===== src/rtl/mod_counter_bus_pkg.sv =====
// Shared types and constants for the bus-loadable modulo counter.
package mod_counter_pkg;

  typedef enum logic [1:0] {
    SEQ_DRIVE   = 2'd0,
    SEQ_RELEASE = 2'd1,
    SEQ_CAPTURE = 2'd2
  } seq_t;

  localparam int unsigned SYNC_STAGES_MIN = 2;

endpackage


===== src/rtl/mod_counter_bus_if.sv =====
// Shared tri-state bus split into input, output and per-bit enable paths.
interface mod_counter_bus_if #(
  parameter int unsigned WIDTH = 8
);

  logic [WIDTH-1:0] bus_in;
  logic [WIDTH-1:0] bus_out;
  logic [WIDTH-1:0] bus_oe;

  modport master (
    input  bus_in,
    output bus_out,
    output bus_oe
  );

  modport slave (
    output bus_in,
    input  bus_out,
    input  bus_oe
  );

endinterface


===== src/rtl/mod_counter_bus_ctrl_sync.sv =====
// N-bit multi-flop synchroniser for pad-level controls; rise_o flags a rising edge on bit 0.
module ctrl_sync #(
  parameter int unsigned N      = 1,
  parameter int unsigned STAGES = 2
) (
  input  logic         clk,
  input  logic         rst_n,
  input  logic [N-1:0] d_i,
  output logic [N-1:0] q_o,
  output logic         rise_o
);

  logic [N-1:0] sync_q [STAGES];
  logic [N-1:0] sync_d [STAGES];
  logic         prev_q;
  logic         prev_d;

  always_comb begin
    sync_d[0] = d_i;
    for (int i = 1; i < STAGES; i++) begin
      sync_d[i] = sync_q[i-1];
    end
    prev_d = sync_q[STAGES-1][0];
  end

  always_ff @(posedge clk or negedge rst_n) begin
    if (!rst_n) begin
      for (int i = 0; i < STAGES; i++) begin
        sync_q[i] <= '0;
      end
      prev_q <= 1'b0;
    end else begin
      sync_q <= sync_d;
      prev_q <= prev_d;
    end
  end

  assign q_o    = sync_q[STAGES-1];
  assign rise_o = sync_q[STAGES-1][0] & ~prev_q;

endmodule


===== src/rtl/mod_counter_bus.sv =====
// Up/down modulo counter with synchronised pad controls and a release/capture bus load.
// Optional prescaler enabled by defining COUNTER_PRESCALE_EN.
module mod_counter_bus
  import mod_counter_pkg::*;
#(
  parameter int unsigned WIDTH       = 8,
  parameter int unsigned MOD_VALUE   = 256,
  parameter int unsigned SYNC_STAGES = 2,
  parameter int unsigned PRESCALE    = 4
) (
  input  logic                    clk,
  input  logic                    rst_n,
  input  logic                    en_in,
  input  logic                    dir_in,
  input  logic                    load_in,
  input  logic                    oe_in,
  mod_counter_bus_if.master       bus,
  output logic [WIDTH-1:0]        count,
  output logic                    tc_pulse,
  output logic                    busy
);

  localparam int unsigned SyncDepth =
      (SYNC_STAGES < SYNC_STAGES_MIN) ? SYNC_STAGES_MIN : SYNC_STAGES;
  localparam logic [WIDTH-1:0] MaxVal = WIDTH'(MOD_VALUE - 1);

  logic [3:0] ctrl_s;
  logic       en_s;
  logic       dir_s;
  logic       oe_s;
  logic       load_pulse;

  // Bit 0 carries load so the synchroniser's edge detector sees it.
  ctrl_sync #(
    .N      (4),
    .STAGES (SyncDepth)
  ) u_ctrl_sync (
    .clk    (clk),
    .rst_n  (rst_n),
    .d_i    ({oe_in, en_in, dir_in, load_in}),
    .q_o    (ctrl_s),
    .rise_o (load_pulse)
  );

  assign oe_s  = ctrl_s[3];
  assign en_s  = ctrl_s[2];
  assign dir_s = ctrl_s[1];

  seq_t             seq_q, seq_d;
  logic [WIDTH-1:0] count_q, count_d;
  logic             tc_q, tc_d;
  logic             step;

  // Load sequence: state register.
  always_ff @(posedge clk or negedge rst_n) begin
    if (!rst_n) begin
      seq_q <= SEQ_DRIVE;
    end else begin
      seq_q <= seq_d;
    end
  end

  // Load sequence: next state. Edges arriving mid-sequence are dropped.
  always_comb begin
    seq_d = seq_q;
    unique case (seq_q)
      SEQ_DRIVE:   if (load_pulse) seq_d = SEQ_RELEASE;
      SEQ_RELEASE: seq_d = SEQ_CAPTURE;
      SEQ_CAPTURE: seq_d = SEQ_DRIVE;
      default:     seq_d = SEQ_DRIVE;
    endcase
  end

  // Load sequence: outputs, from registered state only.
  always_comb begin
    busy       = (seq_q != SEQ_DRIVE);
    bus.bus_oe = (seq_q == SEQ_DRIVE) ? {WIDTH{oe_s}} : '0;
  end

`ifdef COUNTER_PRESCALE_EN
  localparam int unsigned PsW = (PRESCALE > 1) ? $clog2(PRESCALE) : 1;
  localparam logic [PsW-1:0] PsMax = PsW'(PRESCALE - 1);

  logic [PsW-1:0] ps_q, ps_d;

  assign step = en_s && (ps_q == PsMax);

  always_comb begin
    ps_d = ps_q;
    if (seq_q == SEQ_CAPTURE) begin
      ps_d = '0;
    end else if (step) begin
      ps_d = '0;
    end else if (en_s) begin
      ps_d = ps_q + PsW'(1);
    end
  end

  always_ff @(posedge clk or negedge rst_n) begin
    if (!rst_n) begin
      ps_q <= '0;
    end else begin
      ps_q <= ps_d;
    end
  end
`else
  assign step = en_s;
`endif

  always_comb begin
    count_d = count_q;
    tc_d    = 1'b0;
    if (seq_q == SEQ_CAPTURE) begin
      count_d = (32'(bus.bus_in) >= MOD_VALUE) ? MaxVal : bus.bus_in;
    end else if (step) begin
      if (!dir_s) begin
        if (count_q == MaxVal) begin
          count_d = '0;
          tc_d    = 1'b1;
        end else begin
          count_d = count_q + WIDTH'(1);
        end
      end else begin
        if (count_q == '0) begin
          count_d = MaxVal;
          tc_d    = 1'b1;
        end else begin
          count_d = count_q - WIDTH'(1);
        end
      end
    end
  end

  always_ff @(posedge clk or negedge rst_n) begin
    if (!rst_n) begin
      count_q <= '0;
      tc_q    <= 1'b0;
    end else begin
      count_q <= count_d;
      tc_q    <= tc_d;
    end
  end

  assign count       = count_q;
  assign tc_pulse    = tc_q;
  assign bus.bus_out = count_q;

endmodule


===== src/flat_wrapper.sv =====
// flat-port wrapper written by rule: the top's interface ports become plain ports
module mod_counter_bus_flat import mod_counter_pkg::*;
#(
  parameter int unsigned WIDTH       = 8,
  parameter int unsigned MOD_VALUE   = 256,
  parameter int unsigned SYNC_STAGES = 2,
  parameter int unsigned PRESCALE    = 4
)
  (clk, rst_n, en_in, dir_in, load_in, oe_in, count, tc_pulse, busy, bus_bus_in, bus_bus_out, bus_bus_oe);
  mod_counter_bus_if #(.WIDTH(WIDTH)) bus_i ();
  input  logic clk;
  input  logic rst_n;
  input  logic en_in;
  input  logic dir_in;
  input  logic load_in;
  input  logic oe_in;
  output logic [WIDTH-1:0] count;
  output logic tc_pulse;
  output logic busy;
  input wire logic [$bits(bus_i.bus_in)-1:0] bus_bus_in;
  output wire logic [$bits(bus_i.bus_out)-1:0] bus_bus_out;
  output wire logic [$bits(bus_i.bus_oe)-1:0] bus_bus_oe;
  assign bus_i.bus_in = bus_bus_in;
  assign bus_bus_out = bus_i.bus_out;
  assign bus_bus_oe = bus_i.bus_oe;
  mod_counter_bus #(.WIDTH(WIDTH), .MOD_VALUE(MOD_VALUE), .SYNC_STAGES(SYNC_STAGES), .PRESCALE(PRESCALE)) u_core (.clk(clk), .rst_n(rst_n), .en_in(en_in), .dir_in(dir_in), .load_in(load_in), .oe_in(oe_in), .bus(bus_i), .count(count), .tc_pulse(tc_pulse), .busy(busy));
endmodule

===== config.mk =====
export PLATFORM = sky130hd
export DESIGN_NAME = mod_counter_bus_flat
export DESIGN_NICKNAME = d
export VERILOG_FILES = /design/src/rtl/mod_counter_bus_pkg.sv /design/src/rtl/mod_counter_bus_if.sv /design/src/rtl/mod_counter_bus_ctrl_sync.sv /design/src/rtl/mod_counter_bus.sv /design/src/flat_wrapper.sv
export SDC_FILE = /design/constraint.sdc
export NUM_CORES = 1
export LEC_CHECK = 0
export BUFFER_PORTS_ARGS = -buffer_cell sky130_fd_sc_hd__buf_2
export CAP_MARGIN = 10
export CELL_PAD_IN_SITES_DETAIL_PLACEMENT = 2
export CELL_PAD_IN_SITES_GLOBAL_PLACEMENT = 2
export CORE_ASPECT_RATIO = 1.1
export CORE_MARGIN = 2
export CORE_UTILIZATION = 26
export CTS_CLUSTER_DIAMETER = 60
export DETAILED_ROUTE_END_ITERATION = 7
export PLACE_DENSITY = 0.85
export SETUP_SLACK_MARGIN = 0.05
export SYNTH_ARGS = -nofsm -noshare
export SYNTH_HDL_FRONTEND = slang
export SYNTH_SLANG_ARGS = --single-unit

===== constraint.sdc =====
create_clock -name clk -period 1.7 [get_ports clk]
set_clock_uncertainty 0.05 [all_clocks]
set_input_delay 0.085 -clock clk [delete_from_list [all_inputs] [get_ports clk]]
set_output_delay 0.085 -clock clk [all_outputs]
set_load 0.005 [all_outputs]

# ---- Word-level counts from Yosys, hierarchy flattened
# Index checks and enable logic that the tools add are counted.
dict set report totals {
  reg_bits 20
}
dict set report classes {
  add_sub_neg 2
  eq_ne 4
  n_mux 13
  bitwise_logic 2
  n_reduce_logical 4
}
# op count
set op_table {}
lappend op_table {{two-way mux 8 bit} 6}
lappend op_table {{adder 8 x 1 -> 8 bit, second input constant} 1}
lappend op_table {{== test 8 bit, second input constant} 1}
lappend op_table {{logical NOT 8 bit} 1}
lappend op_table {{subtractor 8 x 1 -> 8 bit, second input constant} 1}
lappend op_table {{two-way mux 1 bit} 5}
lappend op_table {{one-hot mux 2 bit (2 select lines)} 1}
lappend op_table {{nonzero test 2 bit} 2}
lappend op_table {{== test 2 x 1 -> 1 bit, second input constant} 1}
lappend op_table {{== test 2 bit, second input constant} 1}
lappend op_table {{logical NOT 2 bit} 1}
lappend op_table {{two-way mux 2 bit} 1}
lappend op_table {{!= test 2 x 1 -> 1 bit, second input constant} 1}
lappend op_table {{AND 1 bit} 1}
lappend op_table {{NOT 1 bit} 1}

# ---- Depth between registers and ports, before layout
# Gate-level depths: netlist of the first run.
dict set report depth {
  ltp_word 5
  ltp_mapped 7
  mapped_depth_nobuf 6
}

# ---- Hierarchy
# From an unflattened synthesis of the first run, not the netlist that was laid out.
dict set report unflattened {
  cells_unflattened 144
  hier_area_um2 1363.8
}
# module n_inst cells_each area_each_um2
set modules_own_cells {}
lappend modules_own_cells {mod_counter_bus 1 134 1124.8}
lappend modules_own_cells {ctrl_sync 1 10 239.0}

# ---- Worst setup path after synthesis of the first run
# OpenSTA, ideal clock, no wires.
dict set report synth_timing {
  path_kind {register to register}
  startpoint {register u_core.count_q[0] (netlist: u_core.bus.bus_out[0])}
  endpoint {register u_core.count_q[2] (netlist: u_core.bus.bus_out[2])}
  t_arrival_ps 1712
  t_required_ps 1573
  slack_ps -139
  stages_incl_launch_ff 8
  synth_period_minus_slack_ps 1839
  path_cell_list {dfrtp_1 > buf_2 > inv_1 > ha_1 > or4b_4 > o41ai_2 > a22oi_1 > o21ai_1}
}
dict set report synth_via {
  elab_chain_cells 5
  elab_cells_between_ends 9
  cone_classes {2 x add/sub; 1 x eq/ne; 5 x mux; 1 x reduce/logical}
}
# element line_no
set synth_lines {}
lappend synth_lines {{from (decl)} mod_counter_bus.sv:50} ;# logic [WIDTH-1:0] count_q, count_d;
lappend synth_lines {{from (signal assigned)} mod_counter_bus.sv:139} ;# count_q <= count_d;
lappend synth_lines {{adder 8 x 1 -> 8 bit, or another cell as far along} mod_counter_bus.sv:121} ;# count_d = count_q + WIDTH'(1);
lappend synth_lines {{two-way mux 8 bit (on tied branches)} {mod_counter_bus.sv:117, mod_counter_bus.sv:124}}
lappend synth_lines {{two-way mux 8 bit *} mod_counter_bus.sv:116} ;# if (!dir_s) begin
lappend synth_lines {{two-way mux 8 bit *} mod_counter_bus.sv:115} ;# end else if (step) begin
lappend synth_lines {{two-way mux 8 bit *} mod_counter_bus.sv:113} ;# if (seq_q == SEQ_CAPTURE) begin
# Every way passes the cells marked *; elsewhere a longest branch is shown, timed or not. The select of a mux whose other input is x is not followed.
# A chain may end at the register's enable or synchronous reset.

# ---- Worst setup path in the final report of the first run
# Ends and elaborated chain as after synthesis.

==> flow_summary.toml, run 1 <==
[clocking]
cts.sinks = 20
h-tree-depth = 1
cts_tree = "done"
clock_latency_ns = 0.27
cts_root_buf = "clkbuf_8"
cts_made_buffers = 3
path_clk_slew_ns = 0.09
cts_buffer_depth = 2

[setup_path]
cp-end-kind = "flip-flop"
cp-startpoint = "u_core.bus.bus_out[0]$_DFFE_PN0P_"
rrSetupSlack_ns = -0.07
critPathKind = "flip-flop to flip-flop"
start_kind = "flip-flop"
timing.critical_path.to = "u_core.bus.bus_out[2]$_DFFE_PN0P_"
arrival_ns = 1.91
timing.rr.end = "u_core.bus.bus_out[2]$_DFFE_PN0P_"
critPathMaxFanout = 4
cp.required_ns = 1.84
regToRegStartpoint = "u_core.bus.bus_out[0]$_DFFE_PN0P_"
ff2ff_path_depth = 6

[yosys]
yosysWarnings = 0
ys_ff_latch = 20
syn_area_per_cell_um2 = 8.93
synth_area_um2 = 1310
syn_nets = 164
synth-seq-area-share_pct = 38.1
yosysUniqueCellTypes = 44
syn-instance-count = 147

[timing]
tightest_slew_ns = 0.469
maxSlewHeadroom_pct = 68.7
rsz0062_at_grt = "yes"
hold_violations = 1
finalCriticalPeriod_ns = 1.77
holdWs_ns = -0.00593
finalSetupViolations = 5
final.setup.worst_slack_ns = -0.0710
maxSlewViolCount = 0
fmaxAchievable_mhz = 565
fin_crit_sh_pct = 104

[routing]
drt_wl_total_mm = 5.14
first_iter_violations = 89
postRouteAntennaNets = 0
wl_per_cell_um = 19.4
vias_per_cell = 5.17
dr_total_vias = 1369
drcViolationCount = 0
first_pass_iters = 4

[global_route]
track_usage_pct = 16.8
antenna_found_initial = 0
grt_pass1_wl_mm = 7.40
grt_start_max_net_pins = 21
grt.overflow.total = 0
first_global_vias = 1411

[place]
portBuffers = 39
hpwlAfterDp_mm = 3.34
placed_cells = 244
placed_cell_area_um2 = 1620
routabilityCongestion = 0.819

[power]
p_clk_share_pct = 18.8
p_int_w = 0.00160
pwr-share-comb_pct = 56.2
p_total_w = 0.00262
leakage_nw = 0.885
cellPowerDensity_nw_per_um2 = 1330
power_switching_w = 0.00102
swShare_pct = 38.9
ir_worst_vdd_mv = 0.388
p_seq_share_pct = 24.9

[flow_run]
cap_violations = 0

[floorplan]
die_y_um = 78.5
row_count = 27
ios = 40
start_util_pct = 26.6
dieArea_um2 = 5630
die_w_um = 71.7
design.core.area_um2 = 4930

[layout]
fillers = 529
multi_input_area_um2 = 756
finish.instance_area_um2 = 1970
syn2layout_area_growth_pct = 50.1
final_nets = 225
fin_cells = 265
num_antenna_cells = 0
seq_area_um2 = 504
fin_util_pct = 40.0
drive_above_1_share_pct = 53.6

[worst_hold_path]
hold_class = "primary input to flip-flop"

[run_status]
violations = "negative hold slack, negative setup slack"
status = "finished with violations"
[Yosys cell counts, drive strengths merged]
library cell	count	share of area, %
clkbuf	3	0.86
o22ai	1	0.48
xnor2	2	1.3
or4b	2	2.1
a211oi	1	0.57
a21oi	8	3.1
nor4	1	0.48
a22oi	1	0.57
nor3b	3	1.7
inv	4	1.1
nand3	3	1.1
o2bb2ai	1	0.67
a211o	1	0.67
o311ai	1	0.67
a22o	1	0.67
ha	3	2.9
a31oi	3	1.4
o41a	1	0.86
nor2b	5	2.4
nor4b	1	0.67
or3	3	1.4
o21bai	1	0.57
and2	2	0.95
a31o	2	1.3
dfrtp	20	38
nand2b	1	0.48
and4	1	0.67
and4b	1	0.76
nand2	8	2.3
or4	2	1.1
a221o	1	0.76
xor2	1	0.67
o21ai	13	5.0
a21o	2	1.1
buf	23	12
nand4	2	0.95
a41oi	2	1.3
nor2	14	4.0
o41ai	1	1.2
or2	1	0.48
[cell type report]
cell class                      instances  area share [%]
Multi-Input combinational cell         97            38.3
Timing Repair Buffer                   82            27.9
Sequential cell                        20            25.6
Tap cell                               58            3.68
Clock buffer                            3            2.10
Clock inverter                          1            1.52
Inverter                                4           0.889
[worst max-delay path: stages (launching register included)]
cell and delay [ns]:
dfrtp_2 0.44, inv_4 0.07, ha_4 0.13, or4b_4 0.49, o41ai_2 0.24, a22oi_1 0.14
o21ai_1 0.14
[worst min path at each step]
| stage | startpoint | end | slack (ns) | cells after the start |
|---|---|---|---|---|
| final | bus_bus_in[6] | u_core.bus.bus_out[6]$_DFFE_PN0P_ | -0.006 | 2 |
| after global routing | bus_bus_in[6] | u_core.bus.bus_out[6]$_DFFE_PN0P_ | 0.004 | 2 |
| after CTS | bus_bus_in[6] | u_core.bus.bus_out[6]$_DFFE_PN0P_ | 0.002 | 2 |
| after detailed placement | rst_n | u_core.u_ctrl_sync.q_o[1]$_DFF_PN0_ | 0.02 | 1 |
| after global placement | rst_n | u_core.u_ctrl_sync.q_o[3]$_DFF_PN0_ | 0.02 | 1 |
| after floorplan | rst_n | u_core.bus.bus_out[0]$_DFFE_PN0P_ | -0.26 | 0 |
[sequential cells by signal, indices dropped and copies added (netlist names)]
name,cells
u_core.seq_q,2
u_core.u_ctrl_sync.sync_d,4
u_core.u_ctrl_sync.prev_q,1
u_core.u_ctrl_sync.q_o,4
u_core.tc_pulse,1
u_core.bus.bus_out,8
[power groups by stage]
| stage | clock network (W) | registers (W) | logic [W] |
|---|---|---|---|
| floorplan | 0 | 0.000650 | 0.000667 |
| global placement | 0 | 0.000650 | 0.00103 |
| detailed placement | 0 | 0.000660 | 0.00109 |
| CTS | 0.000494 | 0.000654 | 0.00116 |
| global route | 0.000520 | 0.000666 | 0.00158 |
| finish | 0.000494 | 0.000654 | 0.00147 |
[cell usage in the layout (no fill, tap or decap), drive strengths merged, types with 2 or more instances in the layout]
cell type	synthesis	final
buf	23	77
dfrtp	20	20
nor2	14	14
o21ai	13	13
nand2	8	8
a21oi	8	8
dlygate4sd3	0	5
nor2b	5	5
inv	4	4
nand3	3	3
a31oi	3	3
nor3b	3	3
clkbuf	3	3
or3	3	3
ha	3	3
or4b	2	2
nand4	2	2
and2	2	2
a41oi	2	2
a31o	2	2
xnor2	2	2
a21o	2	2
or4	2	2
[metal layers]
layer	up-vias	track usage (%)	share of wire, %
met5	-	0	0
met4	0	3.96	1.3
met1	700	20.9	42
li1	634	-	-
met2	31	30.8	54
met3	4	1.80	2.5
[logic make-up after synthesis]
| group | after synthesis | share of synthesized area, % |
|---|---|---|
| AND/OR/NAND/NOR | 50 | 21.6 |
| flip-flops | 20 | 38.1 |
| buffers and inverters | 30 | 14.4 |
| adder cells (fa/ha/maj) | 3 | 2.86 |
| XOR/XNOR | 3 | 2.00 |
| AO/OA/AOI/OAI | 41 | 21.0 |
[what timing repair did]
| item | in CTS | in global routing |
|---|---|---|
| cloned | 0 | 0 |
| endpoints found under the hold margin | 24 | 0 |
| endpoints found under the setup margin | 16 | 8 |
| resized for setup | 9 | 29 |
| setup buffers | 2 | 11 |
| hold buffers | 5 | 0 |
| pin swaps | 4 | 7 |
[metrics by stage]
stage,worst slack (ns),setup TNS [ns],hold WS (ns)
after floorplan,-0.115,-0.146,-0.261
after global placement,-0.0284,-0.0290,0.0175
after detailed placement,-0.0685,-0.218,0.0165
after CTS,-0.0800,-0.273,0.00183
after global routing,-0.158,-0.569,0.00439
final,-0.0710,-0.199,-0.00593
(Power assumes the default switching activity.)
==> inputs of run 2 (changes only) <==
--- a/config.mk
+++ b/config.mk
@@ -14,7 +14,7 @@
 export CORE_UTILIZATION = 26
 export CTS_CLUSTER_DIAMETER = 60
 export DETAILED_ROUTE_END_ITERATION = 7
-export PLACE_DENSITY = 0.85
+export PLACE_DENSITY_LB_ADDON = 0.15
 export SETUP_SLACK_MARGIN = 0.05
 export SYNTH_ARGS = -nofsm -noshare
 export SYNTH_HDL_FRONTEND = slang
==> flow_summary.toml, run 2 (same netlist as run 1, synthesis figures left out) <==
[place]
portBuffers = 39
placed_cell_area_um2 = 1630
hpwlAfterDp_mm = 3.33
placed_cells = 245
routabilityCongestion = 0.865

[clocking]
clock_latency_ns = 0.28
path_clk_slew_ns = 0.09
h-tree-depth = 1
cts.sinks = 20
cts_buffer_depth = 2
cts_root_buf = "clkbuf_8"
cts_made_buffers = 3
cts_tree = "done"

[timing]
hold_violations = 0
finalSetupViolations = 3
final.setup.worst_slack_ns = -0.0263
maxSlewHeadroom_pct = 67.5
tns_ns = -0.0541
maxSlewViolCount = 0
tightest_slew_ns = 0.488
fin_crit_sh_pct = 102
rsz0062_at_grt = "yes"
fmaxAchievable_mhz = 579
finalCriticalPeriod_ns = 1.73

[setup_path]
critPathMaxFanout = 5
start_kind = "flip-flop"
critPathKind = "flip-flop to flip-flop"
max_stage_delay_ns = 0.52
crit_slowest_cell = "or4b_4"
path_buf_inv = 1
arrival_ns = 1.88
cp-end-kind = "flip-flop"
path_cells = "inv_4 > ha_4 > or4b_4 > o41ai_4 > a22oi_1 > o21ai_1"
cp_top_family = "simple AND/OR/NAND/NOR gates"
cp.required_ns = 1.86

[floorplan]
ios = 40
dieArea_um2 = 5630
design.core.area_um2 = 4930
row_count = 27
die_y_um = 78.5
start_util_pct = 26.6
die_w_um = 71.7

[routing]
wl_per_cell_um = 16.6
first_pass_iters = 4
vias_per_cell = 5.04
postRouteAntennaNets = 0
first_iter_violations = 47
drcViolationCount = 0
dr_total_vias = 1352
drt_wl_total_mm = 4.45

[layout]
multi_input_area_um2 = 674
num_antenna_cells = 0
finish.instance_area_um2 = 1920
fillers = 552
syn2layout_area_growth_pct = 45.9
drive_above_1_share_pct = 44.8
final_nets = 228
final_cell_mix = "buf_2, buf_4, dfrtp_1"
largest_reg_flops = 8
final_common_cell = "buf_2"
seq_area_um2 = 503
fin_cells = 268

[global_route]
grt_pass1_wl_mm = 7.22
antenna_found_initial = 0
track_usage_pct = 16.6
grt.overflow.total = 0
first_global_vias = 1402
grt_start_max_net_pins = 21

[run_status]
status = "finished with violations"
violations = "negative setup slack"

[flow_run]
cap_violations = 0

[power]
leakage_nw = 0.885
ir_worst_vdd_mv = 0.473
cellPowerDensity_nw_per_um2 = 1260

[worst_hold_path]
hold_class = "primary input to flip-flop"
-- run 2: cell types whose count changed in the layout (fill, tap and decap cells not counted), sizes merged --
cell and change:
buf -2, dlygate4sd3 +5
-- run 2: what timing repair did --
item	CTS	global route
buffers inserted	6	3
cloned	0	0
gates resized for setup	8	6
pin swaps	1	1
hold buffers	9	1
endpoints found under the hold margin	28	1
setup endpoints to repair	7	16
-- run 2: layout make-up --
type,count,area share (%)
inverter,4,0.914
timing repair buffer,85,30.1
tap,58,3.79
sequential,20,26.3
clock buffer,3,2.16
multi-input combinational,97,35.2
clock inverter,1,1.57
-- run 2: final timing paths --
kind                                                         from                                  end  slack (ns)  cells past startpoint
setup / recovery                u_core.bus.bus_out[0]$_DFFE_PN0P_    u_core.bus.bus_out[2]$_DFFE_PN0P_       -0.03                      6
hold / removal                                      bus_bus_in[7]    u_core.bus.bus_out[7]$_DFFE_PN0P_        0.06                      3
setup reg to reg                u_core.bus.bus_out[0]$_DFFE_PN0P_    u_core.bus.bus_out[2]$_DFFE_PN0P_       -0.03                      6
hold reg to reg            u_core.u_ctrl_sync.sync_d[2]$_DFF_PN0_  u_core.u_ctrl_sync.q_o[2]$_DFF_PN0_        0.30                      0
max in group asynchronous                                   rst_n    u_core.bus.bus_out[2]$_DFFE_PN0P_        0.99                      2
min in group asynchronous                                   rst_n    u_core.bus.bus_out[7]$_DFFE_PN0P_        0.25                      2
-- run 2: worst register-to-register path, cell delays in order, from the launching register on --
cell and delay [ns]:
dfrtp_1 0.43, inv_4 0.08, ha_4 0.12, or4b_4 0.52, o41ai_4 0.21, a22oi_1 0.12, o21ai_1 0.12
-- run 2: per-stage QoR --
step / setup WS (ns) / hold slack (ns) / total power, W / utilization [%]
2_1_floorplan: -0.115 / -0.261 / 0.00132 / -
3_3_place_gp: -0.0312 / 0.0194 / 0.00172 / 33.0
3_5_place_dp: -0.0919 / 0.0282 / 0.00177 / 33.0
4_1_cts: -0.0320 / 0.00363 / 0.00236 / 37.5
5_1_grt: -0.107 / 0.0847 / 0.00259 / 38.8
6_report: -0.0263 / 0.0640 / 0.00241 / 38.8
-- run 2: metal layers --
layer	vias to the layer above	part of all wire [%]	wire (µm)	track usage, %
met3	5	3.4	152	2.31
met4	0	1.0	45	3.96
met5	-	0	0	0
met1	680	41	1830	20.0
met2	35	54	2420	30.6
li1	632	-	-	-
-- run 2: where the power goes --
group          internal (W)  switching (W)  leakage (nW)
Clock              0.000315       0.000186        0.0357
Sequential         0.000555      0.0000927         0.238
Combinational      0.000645       0.000618         0.612
Total               0.00151       0.000897         0.885
==> inputs of run 3 (changes only) <==
--- a/config.mk
+++ b/config.mk
@@ -10,7 +10,6 @@
 export CELL_PAD_IN_SITES_DETAIL_PLACEMENT = 2
 export CELL_PAD_IN_SITES_GLOBAL_PLACEMENT = 2
 export CORE_ASPECT_RATIO = 1.1
-export CORE_MARGIN = 2
 export CORE_UTILIZATION = 26
 export CTS_CLUSTER_DIAMETER = 60
 export DETAILED_ROUTE_END_ITERATION = 7
==> flow_summary.toml, run 3 (same netlist as run 1, synthesis figures left out) <==
[clocking]
h-tree-depth = 1
cts.sinks = 20
cts_root_buf = "clkbuf_8"
path_clk_slew_ns = 0.09
cts_made_buffers = 3
cts_buffer_depth = 2
clock_latency_ns = 0.27
cts_tree = "done"

[timing]
fin_crit_sh_pct = 106
tightest_slew_ns = 0.474
final.setup.worst_slack_ns = -0.0962
finalSetupViolations = 6
fmaxAchievable_mhz = 557
maxSlewHeadroom_pct = 68.4
rsz0062_at_grt = "yes"
hold_violations = 2
finalCriticalPeriod_ns = 1.80
maxSlewViolCount = 0
holdWs_ns = -0.00651

[worst_hold_path]
hold_class = "primary input to flip-flop"
hold_path.startpoint = "bus_bus_in[4]"

[setup_path]
start_kind = "flip-flop"
cp-startpoint = "u_core.bus.bus_out[0]$_DFFE_PN0P_"
cp.required_ns = 1.85
arrival_ns = 1.94
regToRegStartpoint = "u_core.bus.bus_out[0]$_DFFE_PN0P_"
critPathKind = "flip-flop to flip-flop"
critPathMaxFanout = 4
cp-end-kind = "flip-flop"

[routing]
first_iter_violations = 61
drcViolationCount = 0
vias_per_cell = 5.11
postRouteAntennaNets = 0
drt_wl_total_mm = 4.84
dr_total_vias = 1340
first_pass_iters = 4
wl_per_cell_um = 18.5

[run_status]
violations = "negative hold slack, negative setup slack"
status = "finished with violations"

[layout]
finish.instance_area_um2 = 1930
final_common_cell = "buf_2"
syn2layout_area_growth_pct = 46.8
largest_reg_flops = 8
num_antenna_cells = 0
final_cell_mix = "buf_2, buf_4, dfrtp_1"
drive_above_1_share_pct = 47.1
final_nets = 224
fin_cells = 262

[power]
p_total_w = 0.00243
swShare_pct = 38.0
pwr-share-comb_pct = 53.6
leakage_nw = 0.883
p_seq_share_pct = 26.0
p_int_w = 0.00151
cellPowerDensity_nw_per_um2 = 1260
power_switching_w = 0.000925
ir_worst_vdd_mv = 0.468
p_clk_share_pct = 20.4

[global_route]
track_usage_pct = 18.1
antenna_found_initial = 0
grt.overflow.total = 0
grt_pass1_wl_mm = 7.51
first_global_vias = 1435
grt_start_max_net_pins = 21

[floorplan]
design.core.area_um2 = 4750
die_w_um = 69.7
die_y_um = 76.5
start_util_pct = 27.6
dieArea_um2 = 5340
ios = 40
row_count = 26

[place]
hpwlAfterDp_mm = 3.34
portBuffers = 39
placed_cell_area_um2 = 1630
placed_cells = 244
routabilityCongestion = 0.817
dp_slack_ns = -0.125

[flow_run]
cap_violations = 0
[run 3: changes by cell type in the layout (fill, tap and decap cells not counted), sizes merged]
cell / change
dlygate4sd3: -3
buf: -1
[run 3: layout make-up]
type,instances,area [µm²]
Clock inverter,1,30.0
Sequential cell,20,500
Timing Repair Buffer,81,544
Multi-Input combinational cell,97,723
Fill cell,544,2820
Tap cell,56,70.1
Clock buffer,3,41.3
Inverter,4,17.5
[run 3: power groups by stage]
| stage | clock network [W] | registers (W) | logic (W) |
|---|---|---|---|
| 2_1_floorplan | 0 | 0.000650 | 0.000667 |
| 3_3_place_gp | 0 | 0.000636 | 0.00109 |
| 3_5_place_dp | 0 | 0.000638 | 0.00114 |
| 4_1_cts | 0.000498 | 0.000629 | 0.00121 |
| 5_1_grt | 0.000517 | 0.000639 | 0.00142 |
| 6_report | 0.000496 | 0.000631 | 0.00130 |
[run 3: path summary, 6_finish.rpt]
kind	end	slack, ns	cells after the start
max	u_core.bus.bus_out[3]$_DFFE_PN0P_	-0.1	7
min	u_core.bus.bus_out[4]$_DFFE_PN0P_	-0.007	2
max reg2reg	u_core.bus.bus_out[3]$_DFFE_PN0P_	-0.1	7
min reg2reg	u_core.u_ctrl_sync.q_o[2]$_DFF_PN0_	0.31	0
max in group asynchronous	u_core.u_ctrl_sync.prev_q$_DFF_PN0_	1.03	2
min in group asynchronous	u_core.bus.bus_out[0]$_DFFE_PN0P_	0.24	2
[run 3: repair_timing]
| item | CTS | global route |
|---|---|---|
| setup buffers | 2 | 6 |
| endpoints found under the setup margin | 8 | 16 |
| gates resized for setup | 7 | 12 |
| pin swaps | 6 | 8 |
| hold endpoints to repair | 26 | 0 |
| hold buffers | 7 | 0 |
[run 3: critical path, cell delays in order, from the launching register on]
cell and delay, ns:
dfrtp_1 0.43, inv_4 0.08, ha_4 0.13, or4b_4 0.52, buf_12 0.16, nor4_4 0.13, o21ai_1 0.09, a31oi_1 0.13
[run 3: routing by layer]
| metal | share of wire (%) | up-vias | GRT usage, % |
|---|---|---|---|
| met1 | 41 | 673 | 21.0 |
| met4 | 0.81 | 0 | 4.40 |
| met3 | 2.4 | 6 | 1.85 |
| met2 | 56 | 35 | 35.0 |
| met5 | 0 | - | 0 |
| li1 | - | 626 | - |
[run 3: stage by stage]
step	setup TNS [ns]	hold slack, ns	util, %
after global placement	-0.0749	0.0213	34.4
final	-0.224	-0.00651	40.6
after global routing	-0.653	0.00674	40.6
after CTS	-0.0455	0.000482	38.1
after floorplan	-0.146	-0.261	-
after detailed placement	-0.390	0.0238	34.4
